### config.mk
export PLATFORM = sky130hd
export DESIGN_NAME = ehgu_ram_dp_arbiter
export DESIGN_NICKNAME = d
export VERILOG_FILES = /design/src/rtl/ehgu_ram_dp_arbiter.sv
export SDC_FILE = /design/constraint.sdc
export NUM_CORES = 1
export LEC_CHECK = 0
export CAP_MARGIN = 10
export CORE_MARGIN = 2
export CORE_UTILIZATION = 34
export DETAILED_ROUTE_END_ITERATION = 10
export GPL_ROUTABILITY_DRIVEN = 0
export PLACE_DENSITY = 0.88
export SYNTH_ARGS = -nofsm -noshare
export SYNTH_HDL_FRONTEND = slang
export SYNTH_SLANG_ARGS = --single-unit
### constraint.sdc
create_clock -name clk -period 3.6 [get_ports clk]
set_input_delay 0.72 -clock clk [delete_from_list [all_inputs] [get_ports clk]]
set_output_delay 0.72 -clock clk [all_outputs]
set_load 0.005 [all_outputs]
### src/rtl/ehgu_ram_dp_arbiter.sv
// ehgu_ram_dp_arbiter
// Shares one dual-port RAM between NREQ requesters. One write and one read
// are granted per cycle by independent round-robin arbiters; a read that
// targets the address being written in the same cycle is held off. Read
// data is returned one cycle after the grant to the requester that issued it.
module ehgu_ram_dp_arbiter #(
  parameter int NREQ   = 4,
  parameter int DEPTH  = 32,
  parameter int AWIDTH = $clog2(DEPTH),
  parameter int DWIDTH = 8
) (
  input  logic                     clk,
  input  logic                     rst,
  input  logic [NREQ-1:0]          req,
  input  logic [NREQ-1:0]          we,
  input  logic [NREQ*AWIDTH-1:0]   addr,
  input  logic [NREQ*DWIDTH-1:0]   wdata,
  output logic [NREQ-1:0]          gnt,
  output logic [NREQ-1:0]          rvalid,
  output logic [DWIDTH-1:0]        rdata_out,
  output logic                     ram_wenable,
  output logic [AWIDTH-1:0]        ram_waddr,
  output logic [DWIDTH-1:0]        ram_wdata,
  output logic                     ram_renable,
  output logic [AWIDTH-1:0]        ram_raddr,
  input  logic [DWIDTH-1:0]        ram_rdata
);

  localparam int PW = (NREQ > 1) ? $clog2(NREQ) : 1;

  logic [PW-1:0]     r_wptr;
  logic [PW-1:0]     r_rptr;
  logic              r_tag_vld;
  logic [PW-1:0]     r_tag_idx;

  logic [AWIDTH-1:0] w_addr_a  [NREQ];
  logic [DWIDTH-1:0] w_wdata_a [NREQ];
  logic [NREQ-1:0]   w_wcand;
  logic [NREQ-1:0]   w_rcand;
  logic              w_wfound;
  logic              w_rfound;
  logic [PW-1:0]     w_widx;
  logic [PW-1:0]     w_ridx;
  logic              w_wgrant;
  logic              w_rgrant;
  logic              w_hazard;

  // Unpack the flat per-requester buses into arrays
  always_comb begin
    for (int unsigned i = 0; i < NREQ; i++) begin
      w_addr_a[i]  = addr[i*AWIDTH +: AWIDTH];
      w_wdata_a[i] = wdata[i*DWIDTH +: DWIDTH];
    end
  end

  assign w_wcand = req & we;
  assign w_rcand = req & ~we;

  // Round-robin search for the write winner, starting at r_wptr
  always_comb begin
    int unsigned idx;
    idx      = 0;
    w_wfound = 1'b0;
    w_widx   = '0;
    for (int unsigned k = 0; k < NREQ; k++) begin
      idx = 32'(r_wptr) + k;
      if (idx >= NREQ) idx = idx - NREQ;
      if (!w_wfound && w_wcand[idx[PW-1:0]]) begin
        w_wfound = 1'b1;
        w_widx   = idx[PW-1:0];
      end
    end
  end

  // Round-robin search for the read candidate, starting at r_rptr
  always_comb begin
    int unsigned idx;
    idx      = 0;
    w_rfound = 1'b0;
    w_ridx   = '0;
    for (int unsigned k = 0; k < NREQ; k++) begin
      idx = 32'(r_rptr) + k;
      if (idx >= NREQ) idx = idx - NREQ;
      if (!w_rfound && w_rcand[idx[PW-1:0]]) begin
        w_rfound = 1'b1;
        w_ridx   = idx[PW-1:0];
      end
    end
  end

  // Grants are suppressed while reset is held so the RAM sees no commands
  assign w_wgrant = w_wfound & ~rst;
  assign w_hazard = w_wgrant & w_rfound & (w_addr_a[w_ridx] == w_addr_a[w_widx]);
  assign w_rgrant = w_rfound & ~rst & ~w_hazard;

  // Drive grants and RAM controls from the two winners
  always_comb begin
    gnt = '0;
    if (w_wgrant) gnt[w_widx] = 1'b1;
    if (w_rgrant) gnt[w_ridx] = 1'b1;
  end

  assign ram_wenable = w_wgrant;
  assign ram_waddr   = w_addr_a[w_widx];
  assign ram_wdata   = w_wdata_a[w_widx];
  assign ram_renable = w_rgrant;
  assign ram_raddr   = w_addr_a[w_ridx];

  // Advance each pointer past its winner; hold it when nothing was granted
  always_ff @(posedge clk or posedge rst) begin
    if (rst) begin
      r_wptr <= '0;
      r_rptr <= '0;
    end else begin
      if (w_wgrant) r_wptr <= (w_widx == PW'(NREQ-1)) ? '0 : w_widx + PW'(1);
      if (w_rgrant) r_rptr <= (w_ridx == PW'(NREQ-1)) ? '0 : w_ridx + PW'(1);
    end
  end

  // Remember which requester owns the read data arriving next cycle
  always_ff @(posedge clk or posedge rst) begin
    if (rst) begin
      r_tag_vld <= 1'b0;
      r_tag_idx <= '0;
    end else begin
      r_tag_vld <= w_rgrant;
      if (w_rgrant) r_tag_idx <= w_ridx;
    end
  end

  // Steer the returned data to the tagged requester
  always_comb begin
    rvalid = '0;
    if (r_tag_vld) rvalid[r_tag_idx] = 1'b1;
  end

  assign rdata_out = ram_rdata;

endmodule
==> results_dict.tcl <==
set metrics [dict create \
    final_common_cell "clkdlybuf4s50_1" \
    power_uw 961.3 \
    finalSetupViolations 5 \
    antennaDiodeCount 0 \
    firstDrtPassIters 4 \
    syn_area_per_cell_um2 8.696 \
    critPathLaunch "we[0]" \
    tightest_slew_ns 0.3438 \
    start_util 0.3526 \
    setup_slack_ns -0.09013 \
    grt_pass1_vias 1695 \
    nets 372 \
    syn_to_final_growth_pct 105.8 \
    violations "negative setup slack" \
    startpoint_type "input port" \
    via_per_inst 4.878 \
    reg2reg_from "r_wptr[1]" \
    slew_viol_final 0 \
    clock-skew-final_ns 0.002149 \
    ys_seq_elements 7 \
    crit_fanout 13 \
    cts_buffers 3 \
    grt_usage 0.2112 \
    cts-root-buf "clkbuf_8" \
    multi_input_area_mm2 0.001205 \
    stdcell_count 343 \
    wirelength_mm 4.667 \
    fin_setup_tns_ns -0.3429 \
    yosys_warnings 0 \
    synth_edf_count 0 \
    synthCells 161 \
    cts_max_level 1 \
    coreArea_mm2 0.003971 \
    fin_crit_ns 3.690 \
    wl_per_cell_um 13.61 \
    cap_violations 0 \
    synth_nets 239 \
    clock.fmax_mhz 271.0 \
    dieArea_mm2 0.004647 \
    clkSinkCount 7 \
    ant_nets 0 \
    slew_headroom 0.7708 \
    synth_flop_cell "dfrtp_1" \
    rows 23 \
    peakVddDrop_uv 219.2 \
    clk_path_buf_depth 2 \
    cts_tree "yes" \
    clk_latency_ns 0.23 \
    final_core_util 0.7256 \
    vias 1673 \
    layout_common_cells "75 x clkdlybuf4s50_1, 42 x buf_4, 28 x mux2i_1, 16 x buf_6, 14 x nand2_1" \
    grt_pass1_wl_mm 7.583 \
    finalHoldViolCount 0 \
    drc 0 \
    leakagePower_nw 1.280 \
    rrSetupSlack_ns 0.48 \
    run_status "complete, but fails checks" \
    rsz0062_at_grt "yes" \
    holdCritStartpoint "r_tag_idx[1]" \
    drive_gt1_frac 0.3720 \
    die_w_um 68.17 \
    crit_arrival_ns 2.97 \
    synth_area_mm2 0.001400 \
    io_buffers 89 \
    grt_overflow 0 \
    io_pins 106 \
    min_path_type "reg2reg" \
    antenna_found_initial 0 \
    clk_pin_slew_ns 0.04 \
    place_inst 317 \
    timing.final.crit_share 1.025 \
    grt_max_degree 19 \
    cp-end-kind "primary output" \
    criticalPathCategory "in2out" \
    ys_async_sr_fraction 1.000 \
    nFillCells 286 \
    die_y_um 68.17 \
    drt_iter0_drc 33 \
    synthDistinctLibCells 42 \
    cp.required_ns 2.88 \
    p_per_area_mw_per_mm2 333.6 \
    hpwlAfterDp_mm 3.512 \
    seq_area_frac_synth 0.1251 \
    ff_latch_area_um2 175.2 \
]
==> synthesized netlist by cell type (2+ instances only) <==
library cell | count | share of area
and3_1 | 2 | 0.0089
o21ai_1 | 3 | 0.011
mux2_4 | 2 | 0.021
nand2b_1 | 7 | 0.031
buf_6 | 2 | 0.016
nor3b_1 | 2 | 0.011
nor2_1 | 3 | 0.0080
a22o_1 | 4 | 0.025
dfrtp_1 | 7 | 0.13
nand2_1 | 17 | 0.046
clkbuf_1 | 2 | 0.0054
buf_4 | 9 | 0.048
inv_1 | 7 | 0.019
xor2_1 | 4 | 0.025
mux2i_1 | 30 | 0.21
o21ai_0 | 8 | 0.029
o21ai_2 | 2 | 0.013
a22oi_1 | 3 | 0.016
a21oi_4 | 2 | 0.023
ha_1 | 8 | 0.071
nor2b_1 | 3 | 0.013
mux2_2 | 10 | 0.080
a21oi_1 | 5 | 0.018
==> per-stage QoR <==
step	hold WS [ns]	setup WS, ns	area (um^2)
2_1_floorplan	0.5347	0.2596	1400
3_3_place_gp	0.5678	-0.6827	2527
3_5_place_dp	0.5829	-0.7212	2527
4_1_cts	0.5845	-0.07562	2838
5_1_grt	0.6092	-0.2278	2882
6_report	0.5851	-0.09013	2882
==> flip-flops by register name, summed over array words and instances (netlist names) <==
name,count
r_rptr,2
r_tag_idx,2
r_wptr,2
r_tag_vld,1
==> final timing paths <==
kind / endpoint / cells past startpoint
min in group asynchronous: r_rptr[0] / 3
max: ram_renable / 14
max reg2reg: r_tag_idx[1] / 16
min reg2reg: r_tag_idx[1] / 1
max in group asynchronous: r_wptr[1] / 3
min: r_tag_idx[1] / 1
==> power breakdown <==
part / internal, mW / switching, mW / leakage [nW] / total, mW
sequential: 0.102 / 0.0424 / 0.0832 / 0.144
clock: 0.0766 / 0.0344 / 0.0228 / 0.111
combinational: 0.434 / 0.272 / 1.17 / 0.706
total: 0.613 / 0.348 / 1.28 / 0.961
==> critical path, cell delays in order <==
cell	delay, ns
buf_8	0.11
nand2b_4	0.15
o21ai_2	0.19
a21oi_4	0.10
buf_12	0.15
mux2i_1	0.11
a22oi_1	0.28
xor2_1	0.13
nor4_2	0.38
a31oi_4	0.16
buf_4	0.16
buf_6	0.11
buf_6	0.11
buf_6	0.10
==> cell type report <==
type | count | area share
Clock buffer | 4 | 0.01563
Inverter | 8 | 0.01042
Multi-Input combinational cell | 131 | 0.4182
Sequential cell | 7 | 0.06079
Tap cell | 50 | 0.02171
Timing Repair Buffer | 143 | 0.4733
==> per-layer routing <==
layer / wire, um / vias up / track usage / share of wire
li1: - / 840 / - / -
met1: 1907 / 772 / 0.2577 / 0.41
met2: 2474 / 53 / 0.3896 / 0.53
met3: 204 / 8 / 0.02467 / 0.044
met4: 80 / 0 / 0.05250 / 0.017
met5: 0 / - / 0 / 0
==> logic make-up after synthesis <==
kind of cell | count (synthesis) | synth area share
simple gates | 40 | 0.1537
mux | 42 | 0.3164
xor+xnor | 5 | 0.03128
buf+inv | 23 | 0.09740
flops | 7 | 0.1251
compound gates | 36 | 0.2046
fa+ha+maj | 8 | 0.07150
==> repair_timing <==
item / in CTS / in global routing
buffers inserted: 20 / 2
gates cloned: 0 / 0
endpoints found under the hold margin: 0 / 0
hold buffers: 0 / 0
pin swaps: 14 / 2
resized for setup: 93 / 7
endpoints found under the setup margin: 23 / 13
Power figures use the tool's default switching activity.
